$ cat src/rtl/dvp_pkg.sv
// Shared types and helpers for the DVP capture front end.
package dvp_pkg;

    typedef enum logic [1:0] {
        WAIT,
        IDLE,
        ACTIVE,
        SKIP
    } frame_state_t;

    localparam int ERR_W = 8;

    // Slot that beat number `beat` occupies inside a pixel word.
    function automatic int unsigned slot_idx(int unsigned beat, logic lsb_first, int unsigned beats);
        return lsb_first ? beat : (beats - 1 - beat);
    endfunction

endpackage

$ cat src/rtl/dvp_capture_if.sv
// Packed-pixel output bus from the capture front end to the frame-buffer writer.
interface dvp_capture_if #(
    parameter int DATA_W        = 8,
    parameter int BEATS_PER_PIX = 2,
    parameter int X_W           = 12,
    parameter int Y_W           = 12
);
    logic                            pix_valid;
    logic [DATA_W*BEATS_PER_PIX-1:0] pix_data;
    logic [X_W-1:0]                  pix_x;
    logic [Y_W-1:0]                  pix_y;
    logic                            sof;
    logic                            eol;

    modport master (output pix_valid, pix_data, pix_x, pix_y, sof, eol);
    modport slave  (input  pix_valid, pix_data, pix_x, pix_y, sof, eol);
endinterface

$ cat src/rtl/dvp_pix_pack.sv
// Beat packer: assembles BEATS_PER_PIX beats into one pixel, flags fragments, registers outputs.
module dvp_pix_pack
    import dvp_pkg::*;
#(
    parameter int DATA_W        = 8,
    parameter int BEATS_PER_PIX = 2,
    parameter int X_W           = 12,
    parameter int Y_W           = 12
) (
    input  logic              ov5640_pclk,
    input  logic              sys_rst,
    input  logic              active,
    input  logic              vs_rise,
    input  logic              href,
    input  logic              href_q,
    input  logic              href_now,
    input  logic [DATA_W-1:0] data,
    input  logic              lsb_first,
    input  logic [X_W-1:0]    x_cur,
    input  logic [Y_W-1:0]    y_cur,
    input  logic              sof_pend,
    output logic              pix_fire,
    output logic              frag_err,
    output logic [ERR_W-1:0]  err_cnt,
    dvp_capture_if.master     pix
);
    localparam int B_W   = (BEATS_PER_PIX > 1) ? $clog2(BEATS_PER_PIX) : 1;
    localparam int PIX_W = DATA_W * BEATS_PER_PIX;

    logic [B_W-1:0]   b;
    logic [PIX_W-1:0] work;
    logic [PIX_W-1:0] merged;
    logic             take;
    logic             frag;

    // A frame boundary aborts any partial pixel silently.
    assign take     = active & href & ~vs_rise;
    assign pix_fire = take && (b == B_W'(BEATS_PER_PIX - 1));
    assign frag     = active & ~vs_rise & href_q & ~href & (b != '0);

    always_comb begin
        // NOTE: default first so every path assigns merged and no latch is inferred.
        merged = work;
        merged[slot_idx(32'(b), lsb_first, BEATS_PER_PIX) * DATA_W +: DATA_W] = data;
    end

    // NOTE: work is fully rewritten before it is ever emitted, so it carries no reset.
    always_ff @(posedge ov5640_pclk) begin
        if (take) work <= merged;
    end

    always_ff @(posedge ov5640_pclk or posedge sys_rst) begin
        if (sys_rst) begin
            b             <= '0;
            frag_err      <= 1'b0;
            err_cnt       <= '0;
            pix.pix_valid <= 1'b0;
            pix.pix_data  <= '0;
            pix.pix_x     <= '0;
            pix.pix_y     <= '0;
            pix.sof       <= 1'b0;
            pix.eol       <= 1'b0;
        end else begin
            b <= (take && !pix_fire) ? b + B_W'(1) : '0;

            frag_err <= frag;
            if (frag && err_cnt != '1) err_cnt <= err_cnt + ERR_W'(1);

            pix.pix_valid <= pix_fire;
            pix.sof       <= pix_fire & sof_pend;
            pix.eol       <= pix_fire & ~href_now;
            if (pix_fire) begin
                pix.pix_data <= merged;
                pix.pix_x    <= x_cur;
                pix.pix_y    <= y_cur;
            end
        end
    end

endmodule

$ cat src/rtl/dvp_capture.sv
// DVP capture top: input sampling, frame FSM with start-up discard and decimation, coordinates.
module dvp_capture
    import dvp_pkg::*;
#(
    parameter int DATA_W        = 8,
    parameter int BEATS_PER_PIX = 2,
    parameter int PIC_WAIT      = 10,
    parameter int X_W           = 12,
    parameter int Y_W           = 12
) (
    input  logic              ov5640_pclk,
    input  logic              sys_rst,
    input  logic              ov5640_href,
    input  logic              ov5640_vsync,
    input  logic [DATA_W-1:0] ov5640_data,
    input  logic              cap_en,
    input  logic              lsb_first,
    input  logic [3:0]        skip,
    dvp_capture_if.master     pix,
    output logic              frag_err,
    output logic [ERR_W-1:0]  err_cnt,
    output logic              frame_active
);
    frame_state_t      state;
    logic              href_r, href_q, vsync_r, vsync_q;
    logic [DATA_W-1:0] data_r;
    logic [7:0]        wait_cnt;
    logic [3:0]        dec_cnt, dec_eff, skip_q;
    logic              cap_en_q, lsb_q, sof_pend;
    logic [X_W-1:0]    x_cnt, x_cur;
    logic [Y_W-1:0]    y_cnt;
    logic              line_pix, pix_fire;
    logic              vs_rise, href_rise, href_fall;

    assign vs_rise   = vsync_r & ~vsync_q;
    assign href_rise = href_r & ~href_q;
    assign href_fall = href_q & ~href_r;
    assign dec_eff   = (cap_en && !cap_en_q) ? 4'd0 : dec_cnt;
    assign x_cur     = href_rise ? '0 : x_cnt;

    always_ff @(posedge ov5640_pclk or posedge sys_rst) begin
        // NOTE: non-blocking assignments so every register samples pre-edge values.
        if (sys_rst) begin
            href_r  <= 1'b0;
            href_q  <= 1'b0;
            vsync_r <= 1'b0;
            vsync_q <= 1'b0;
            data_r  <= '0;
        end else begin
            href_r  <= ov5640_href;
            href_q  <= href_r;
            vsync_r <= ov5640_vsync;
            vsync_q <= vsync_r;
            data_r  <= ov5640_data;
        end
    end

    always_ff @(posedge ov5640_pclk or posedge sys_rst) begin
        if (sys_rst) begin
            state        <= WAIT;
            frame_active <= 1'b0;
            wait_cnt     <= '0;
            dec_cnt      <= '0;
            skip_q       <= '0;
            cap_en_q     <= 1'b0;
            lsb_q        <= 1'b0;
            sof_pend     <= 1'b0;
        end else if (vs_rise) begin
            cap_en_q <= cap_en;
            if (state == WAIT && wait_cnt != 8'(PIC_WAIT)) begin
                wait_cnt <= wait_cnt + 8'd1;
            end else if (!cap_en) begin
                state        <= IDLE;
                frame_active <= 1'b0;
                sof_pend     <= 1'b0;
                dec_cnt      <= (dec_cnt >= skip_q) ? 4'd0 : dec_cnt + 4'd1;
            end else begin
                skip_q  <= skip;
                lsb_q   <= lsb_first;
                dec_cnt <= (dec_eff >= skip) ? 4'd0 : dec_eff + 4'd1;
                if (dec_eff == 4'd0) begin
                    state        <= ACTIVE;
                    frame_active <= 1'b1;
                    sof_pend     <= 1'b1;
                end else begin
                    state        <= SKIP;
                    frame_active <= 1'b0;
                    sof_pend     <= 1'b0;
                end
            end
        end else if (pix_fire) begin
            sof_pend <= 1'b0;
        end
    end

    // Lines only count toward pix_y once they actually produced a pixel.
    always_ff @(posedge ov5640_pclk or posedge sys_rst) begin
        if (sys_rst) begin
            x_cnt    <= '0;
            y_cnt    <= '0;
            line_pix <= 1'b0;
        end else begin
            if (href_rise)                     x_cnt <= pix_fire ? X_W'(1) : '0;
            else if (pix_fire && x_cnt != '1) x_cnt <= x_cnt + X_W'(1);

            if (vs_rise) begin
                y_cnt    <= '0;
                line_pix <= 1'b0;
            end else if (href_fall) begin
                if (frame_active && line_pix) y_cnt <= y_cnt + Y_W'(1);
                line_pix <= 1'b0;
            end else if (pix_fire) begin
                line_pix <= 1'b1;
            end
        end
    end

    dvp_pix_pack #(
        .DATA_W       (DATA_W),
        .BEATS_PER_PIX(BEATS_PER_PIX),
        .X_W          (X_W),
        .Y_W          (Y_W)
    ) u_pack (
        .ov5640_pclk(ov5640_pclk),
        .sys_rst    (sys_rst),
        .active     (frame_active),
        .vs_rise    (vs_rise),
        .href       (href_r),
        .href_q     (href_q),
        .href_now   (ov5640_href),
        .data       (data_r),
        .lsb_first  (lsb_q),
        .x_cur      (x_cur),
        .y_cur      (y_cnt),
        .sof_pend   (sof_pend),
        .pix_fire   (pix_fire),
        .frag_err   (frag_err),
        .err_cnt    (err_cnt),
        .pix        (pix)
    );

endmodule

$ cat src/flat_wrapper.sv
// flat-port wrapper written by rule: the top's interface ports become plain ports
module dvp_capture_flat import dvp_pkg::*;
#(
    parameter int DATA_W        = 8,
    parameter int BEATS_PER_PIX = 2,
    parameter int PIC_WAIT      = 10,
    parameter int X_W           = 12,
    parameter int Y_W           = 12
)
  (ov5640_pclk, sys_rst, ov5640_href, ov5640_vsync, ov5640_data, cap_en, lsb_first, skip, frag_err, err_cnt, frame_active, pix_pix_valid, pix_pix_data, pix_pix_x, pix_pix_y, pix_sof, pix_eol);
  dvp_capture_if #(.DATA_W(DATA_W), .BEATS_PER_PIX(BEATS_PER_PIX), .X_W(X_W), .Y_W(Y_W)) pix_i ();
  input  logic ov5640_pclk;
  input  logic sys_rst;
  input  logic ov5640_href;
  input  logic ov5640_vsync;
  input  logic [DATA_W-1:0] ov5640_data;
  input  logic cap_en;
  input  logic lsb_first;
  input  logic [3:0] skip;
  output logic frag_err;
  output logic [ERR_W-1:0] err_cnt;
  output logic frame_active;
  output wire logic [$bits(pix_i.pix_valid)-1:0] pix_pix_valid;
  output wire logic [$bits(pix_i.pix_data)-1:0] pix_pix_data;
  output wire logic [$bits(pix_i.pix_x)-1:0] pix_pix_x;
  output wire logic [$bits(pix_i.pix_y)-1:0] pix_pix_y;
  output wire logic [$bits(pix_i.sof)-1:0] pix_sof;
  output wire logic [$bits(pix_i.eol)-1:0] pix_eol;
  assign pix_pix_valid = pix_i.pix_valid;
  assign pix_pix_data = pix_i.pix_data;
  assign pix_pix_x = pix_i.pix_x;
  assign pix_pix_y = pix_i.pix_y;
  assign pix_sof = pix_i.sof;
  assign pix_eol = pix_i.eol;
  dvp_capture #(.DATA_W(DATA_W), .BEATS_PER_PIX(BEATS_PER_PIX), .PIC_WAIT(PIC_WAIT), .X_W(X_W), .Y_W(Y_W)) u_core (.ov5640_pclk(ov5640_pclk), .sys_rst(sys_rst), .ov5640_href(ov5640_href), .ov5640_vsync(ov5640_vsync), .ov5640_data(ov5640_data), .cap_en(cap_en), .lsb_first(lsb_first), .skip(skip), .pix(pix_i), .frag_err(frag_err), .err_cnt(err_cnt), .frame_active(frame_active));
endmodule
$ cat config.mk
export PLATFORM = sky130hd
export DESIGN_NAME = dvp_capture_flat
export DESIGN_NICKNAME = d
export VERILOG_FILES = /design/src/rtl/dvp_pkg.sv /design/src/rtl/dvp_capture_if.sv /design/src/rtl/dvp_pix_pack.sv /design/src/rtl/dvp_capture.sv /design/src/flat_wrapper.sv
export SDC_FILE = /design/constraint.sdc
export NUM_CORES = 1
export LEC_CHECK = 0
export ABC_AREA = 1
export CAP_MARGIN = 5
export CORE_MARGIN = 2
export CORE_UTILIZATION = 40
export DETAILED_ROUTE_END_ITERATION = 10
export GPL_TIMING_DRIVEN = 0
export SLEW_MARGIN = 25
export SYNTH_ARGS = -nofsm -noshare
export SYNTH_HDL_FRONTEND = slang
export SYNTH_SLANG_ARGS = --single-unit
$ cat constraint.sdc
create_clock -name ov5640_pclk -period 3.8 [get_ports ov5640_pclk]
set_input_delay 0.76 -clock ov5640_pclk [delete_from_list [all_inputs] [get_ports ov5640_pclk]]
set_output_delay 0.76 -clock ov5640_pclk [all_outputs]
set_load 0.05 [all_outputs]
==> reports/metrics.cfg, run 1 <==
[run_status]
outcome = finished, final reports clean

[critical_path]
worstRegToRegCells = 8
cp_slowest_stage_delay_ns = 0.88
required_ns = 3.04
worstPathCellList = clkdlybuf4s50_1
r2r_end = u_core.x_cnt[5]$_DFFE_PP0P_
cp_slowest_cell = clkdlybuf4s50_1
cp.buffers_inverters = 1
setup.worst_path.start_class = flip-flop
cp-startpoint = u_core.frame_active$_DFFE_PP0P_
cp_data_arrival_time_ns = 1.71
crit_path_max_fanout = 5
ff2ff_setup_slack_ns = 1.95
critPathTopFamily = buffers and inverters
worstSetupEndpointType = output pin
reg2reg_from = u_core.x_cnt[0]$_DFFE_PP0P_
worstSetupPathType = flip-flop to output pin

[placement]
numPortBuffers = 70
pre_cts_ws_ns = 1.06
gp_congestion = 0.865
dpl.hpwl_mm = 9.23

[final_layout]
drive_gt1_share_pct = 6.44
area_growth_pct = 25.5
final_cell_mix = 189 x nand2_1, 112 x dfrtp_1, 70 x clkdlybuf4s50_1, 69 x inv_1, 49 x o21ai_0
final_core_util_pct = 50.9
finalNetCount = 781
n_antenna_cell = 0
final_common_cell = nand2_1

[detailed_routing]
first_iter_violations = 308
vias_per_cell = 4.90
vias = 4634
first_pass_iters = 5
wire_per_inst_um = 14.0
ant_nets = 0
routed_wl_mm = 13.2
drc = 0

[yosys]
mappedNetlistArea_um2 = 5830
synth.avg_cell_area_um2 = 8.86
synth_warnings = 0
syn-instance-count = 658
ys.flop_type = dfrtp_1
synthDistinctLibCells = 30
synthArstFlopShare_pct = 87.5
ys_ff_latch = 128
ys_seq_area_share_pct = 56.3
synth_edf_count = 16
synth_nets = 691

[clock_network]
cts.path.max_buffers = 2
cts-root-buf = clkbuf_16
cts_hold_buf = 0
cts_sinks = 128
numCtsBuffers = 17
htreeDepth = 4
cts_resized = 0
clk_latency_ns = 0.41
path_clk_slew_ns = 0.05
cts_setup_buffers = 0
cts_tree = done

[floorplanning]
die_height_um = 125
io_pins = 71
die_w_um = 125
start_util_pct = 40.6
die-area_um2 = 15600
coreArea_um2 = 14400
num_rows = 44

[timing]
finalHoldViolCount = 0
period_minus_slack_ns = 2.47
setup-tns-final_ns = 0
slew_violations = 0
worst_pin_slew_ns = 0.801
max_freq_mhz = 405
setup_ws_ns = 1.33
skew_ns = 0.00558
setup_viol = 0
rsz0062_at_grt = false
slew_headroom_pct = 46.6
min_period_over_period_pct = 64.9

[flow_run]
cap_violations = 0

[global_route]
grt_max_degree = 72
grt_pass1_vias = 4618
grt-ovfl-total = 0
grt_pass1_wl_mm = 22.7
grt_usage_pct = 18.3
antenna_found_initial = 0

[hold_path]
hp-class = flip-flop to flip-flop
hold_start = u_core.vsync_r$_DFF_PP0_
min_delay_path_depth = 0
min_to = u_core.vsync_q$_DFF_PP0_

[pwr]
ir_drop_mv = 0.352
leakage_nw = 3.39
p_per_area_nw_per_um2 = 607

-- where the power goes --
part	switching (W)	internal [W]	leakage (nW)	total (W)
logic	0.000811	0.000408	1.48	0.00122
clock network	0.000554	0.000899	0.259	0.00145
registers	0.000147	0.00162	1.65	0.00177
total	0.00151	0.00293	3.39	0.00444
-- cells in the mapped netlist (9+ instances only) --
cell      count  area, um2
a21oi_1      20        100
clkbuf_1      9       33.8
dfrtp_1     112       2800
edfxtp_1     16        480
ha_1         15        188
inv_1        70        263
nand2_1     189        709
nand3_1      45        225
nand4_1      16        100
nor2_1       45        169
nor3_1       11       55.1
o21ai_0      49        245
o31ai_1      10       75.1
xor2_1       16        140
-- how the worst max path moves through the flow --
| stage | slack, ns | depth (start not counted) | endpoint |
|---|---|---|---|
| 3_5_place_dp | 1.06 | 15 | u_core.dec_cnt[2]$_DFFE_PP0P_ |
| 4_1_cts | 1.30 | 1 | frame_active |
| 6_report | 1.33 | 1 | frame_active |
| 5_1_grt | 1.24 | 15 | u_core.dec_cnt[2]$_DFFE_PP0P_ |
| 3_3_place_gp | -1.67 | 2 | u_core.u_pack.err_cnt[6]$_DFFE_PP0P_ |
| 2_1_floorplan | 0.08 | 1 | u_core.cap_en_q$_DFFE_PP0P_ |
-- kinds of logic (layout without fill, tap and decap cells) --
logic type / after synthesis / after routing / share of synthesized area, %
AOI/OAI and AO/OA: 85 / 85 / 7.83
xor gates and xnor gates: 21 / 21 / 3.28
adders and majority gates: 15 / 15 / 3.22
buffers and inverters: 94 / 197 / 6.46
DFF: 128 / 128 / 56.3
and+or+nand+nor: 315 / 315 / 22.9
-- flip-flops by register name (all words and copies together), names as in the netlist, 2 cells and up --
signal / flops
u_core.u_pack.pix.pix_data: 16
u_core.x_cnt: 12
u_core.u_pack.err_cnt: 8
u_core.u_pack.work: 16
u_core.state: 2
u_core.wait_cnt: 8
u_core.u_pack.pix.pix_y: 12
u_core.u_pack.pix.pix_x: 12
u_core.dec_cnt: 4
u_core.skip_q: 4
u_core.y_cnt: 12
u_core.data_r: 8
-- stage by stage --
step | power, W | area (um2) | hold slack, ns | instances
floorplan | 0.00262 | 5830 | 0.354 | 658
global placement | 0.00298 | 6760 | 0.359 | 912
detailed placement | 0.00302 | 6800 | 0.366 | 913
CTS | 0.00449 | 7320 | 0.378 | 945
global route | 0.00471 | 7320 | 0.390 | 945
finish | 0.00444 | 7320 | 0.378 | 945
-- final cells by class --
class	instances	area (um2)
fill	1336	7050
sequential	128	3280
multi-input combinational	436	2170
timing repair buffer	71	728
clock buffer	22	454
inverter	75	287
tap	184	230
buffer	19	95.1
clock inverter	10	68.8
-- per-layer routing --
layer	global-route usage (%)	vias to the layer above	wire, um
li1	-	2309	-
met1	23.8	2213	6250
met2	29.5	96	6180
met3	4.90	16	558
met4	6.61	0	209
met5	0	-	0
No activity file was read; power rests on OpenSTA's default activity.
==> run 2: changes to the inputs <==
==> constraint.sdc (replaced) <==
create_clock -name ov5640_pclk -period 2 [get_ports ov5640_pclk]
set_input_delay 0.4 -clock ov5640_pclk [delete_from_list [all_inputs] [get_ports ov5640_pclk]]
set_output_delay 0.4 -clock ov5640_pclk [all_outputs]
set_load 0.05 [all_outputs]
==> run 2 against run 1 <==
Hold slack lost 0.037 ns. Clock power rose by 88%. Cell count rose by 0.21%. Count of clock-buffer cells in the layout increased by 1. Critical path depth is the same. Utilization rose by 0.49 points. Sequential share of layout area fell by 0.43 points. Wire length shrank 0.83%. Power is 89% higher. Largest cell class unchanged. Highest routed layer unchanged.
==> reports/metrics.cfg, run 2 (synthesized netlist as in run 1, its figures left out) <==
[floorplanning]
io_pins = 71  ; unchanged
num_rows = 44  ; unchanged
die_height_um = 125  ; unchanged
die-area_um2 = 15600  ; unchanged
die_w_um = 125  ; unchanged
coreArea_um2 = 14400  ; unchanged
start_util_pct = 40.6  ; unchanged

[global_route]
grt_usage_pct = 18.0  ; -0.32 points
grt_pass1_wl_mm = 22.5  ; -0.79%
grt_pass1_vias = 4641  ; +0.50%
antenna_found_initial = 0  ; unchanged
grt_max_degree = 33  ; -54%
grt-ovfl-total = 0  ; unchanged

[final_layout]
nFillCells = 1348  ; +0.90%
final_common_cell = nand2_1
finalNetCount = 783  ; +0.26%
reg_top3 = u_core.u_pack.pix.pix_data: 16 flops, u_core.u_pack.work: 16 flops
area_growth_pct = 26.7
final_cell_mix = 187 x nand2_1, 112 x dfrtp_1, 69 x inv_1, 49 x o21ai_0, 45 x nand3_1
drive_gt1_share_pct = 6.82  ; +0.38 points
instances_no_fill = 947  ; +0.21%
n_antenna_cell = 0  ; unchanged

[clock_network]
cts_hold_buf = 0  ; unchanged
cts_sinks = 128  ; unchanged
cts_tree = done
path_clk_slew_ns = 0.05  ; about the same
numCtsBuffers = 17  ; unchanged
clk_latency_ns = 0.41  ; about the same
cts-root-buf = clkbuf_16
cts.path.max_buffers = 2  ; unchanged
cts_setup_buffers = 0  ; unchanged
htreeDepth = 4  ; unchanged

[critical_path]
worstSetupPathType = flip-flop to output pin
worstPathCellList = clkdlybuf4s50_1
cp_data_arrival_time_ns = 1.55  ; -0.16 ns
cp.buffers_inverters = 1  ; unchanged
worstSetupEndpointType = output pin
crit_path_max_fanout = 2  ; -3
cp_slowest_cell = clkdlybuf4s50_1
required_ns = 1.60  ; -1.44 ns
setup.worst_path.start_class = flip-flop
critPathTopFamily = buffers and inverters
cp_slowest_stage_delay_ns = 0.81  ; -0.07 ns

[detailed_routing]
first_iter_violations = 275  ; -11%
drc = 0  ; unchanged
routed_wl_mm = 13.1  ; -0.83%
first_pass_iters = 5  ; unchanged
vias_per_cell = 4.94  ; +0.71%
wire_per_inst_um = 13.8  ; -1.0%
vias = 4677  ; +0.93%
ant_nets = 0  ; unchanged

[timing]
period_minus_slack_ns = 1.95
finalHoldViolCount = 0  ; unchanged
worst_pin_slew_ns = 0.851  ; +0.0504 ns
skew_ns = 0.00794  ; +0.00236 ns
slew_headroom_pct = 43.2  ; -3.4 points
setup_ws_ns = 0.0468  ; -1.29 ns
setup_viol = 0  ; unchanged
rsz0062_at_grt = false
max_freq_mhz = 512
slew_violations = 0  ; unchanged
min_period_over_period_pct = 97.7

[hold_path]
hp-class = primary input to flip-flop

[placement]
pre_cts_ws_ns = -0.374  ; -1.43 ns
dpl.hpwl_mm = 9.40  ; +1.8%
gp_congestion = 0.896  ; +3.5%
numPortBuffers = 70  ; unchanged
dpl.cell_count = 915  ; +0.22%

[pwr]
leakage_nw = 3.92  ; +16%
ir_drop_mv = 0.643  ; +83%
power_w = 0.00838  ; +89%
p_per_area_nw_per_um2 = 1130  ; +87%

[run_status]
outcome = finished, final reports clean

[flow_run]
cap_violations = 0  ; unchanged

[run 2: metal layers]
| layer | global-route usage [%] | part of all wire (%) |
|---|---|---|
| met1 | 24.1 | 48 |
| met4 | 5.02 | 0.79 |
| met3 | 5.11 | 4.0 |
| met2 | 28.7 | 48 |
| met5 | 0 | 0 |
[run 2: power breakdown]
group	leakage [nW]	internal (W)	total, W	switching, W
combinational	2.03	0.000745	0.00231	0.00156
sequential	1.65	0.00308	0.00336	0.000275
clock	0.249	0.00168	0.00272	0.00104
total	3.92	0.00551	0.00838	0.00287
[run 2: worst paths after layout]
| path | startpoint | to | slack, ns | depth (start not counted) |
|---|---|---|---|---|
| hold reg to reg | u_core.vsync_r$_DFF_PP0_ | u_core.vsync_q$_DFF_PP0_ | 0.37 | 0 |
| setup / recovery | u_core.u_pack.pix.pix_y[8]$_DFFE_PP0P_ | pix_pix_y[8] | 0.05 | 1 |
| min in group asynchronous | sys_rst | u_core.x_cnt[11]$_DFFE_PP0P_ | 0.43 | 2 |
| hold / removal | cap_en | u_core.cap_en_q$_DFFE_PP0P_ | 0.34 | 3 |
| max in group asynchronous | sys_rst | u_core.u_pack.err_cnt[7]$_DFFE_PP0P_ | 0.79 | 4 |
| setup reg to reg | u_core.frame_active$_DFFE_PP0P_ | u_core.u_pack.pix.pix_y[9]$_DFFE_PP0P_ | 0.16 | 6 |
[run 2: cell type report]
cell class | count | area [um2] | area share (%)
tap | 184 | 230 | 3.12
clock buffer | 23 | 448 | 6.06
inverter | 75 | 285 | 3.86
timing repair buffer | 73 | 802 | 10.9
clock inverter | 9 | 67.6 | 0.914
buffer | 19 | 95.1 | 1.29
sequential | 128 | 3280 | 44.4
multi-input combinational | 436 | 2180 | 29.5
[run 2: timing repair]
| action | CTS | global route |
|---|---|---|
| pin swaps | 0 | 1 |
| setup endpoints to repair | 19 | 29 |
| cloned | 0 | 0 |
| gates resized for setup | 19 | 28 |
[run 2: stage by stage]
stage,utilization (%),TNS (ns),hold slack [ns],cell area (um2)
after floorplan,-,0,0.354,5840
after global placement,47.1,-101.38,0.359,6770
after detailed placement,47.5,-1.52,0.360,6830
after CTS,50.9,0,0.372,7320
after global routing,51.4,0,0.351,7390
final,51.4,0,0.341,7390
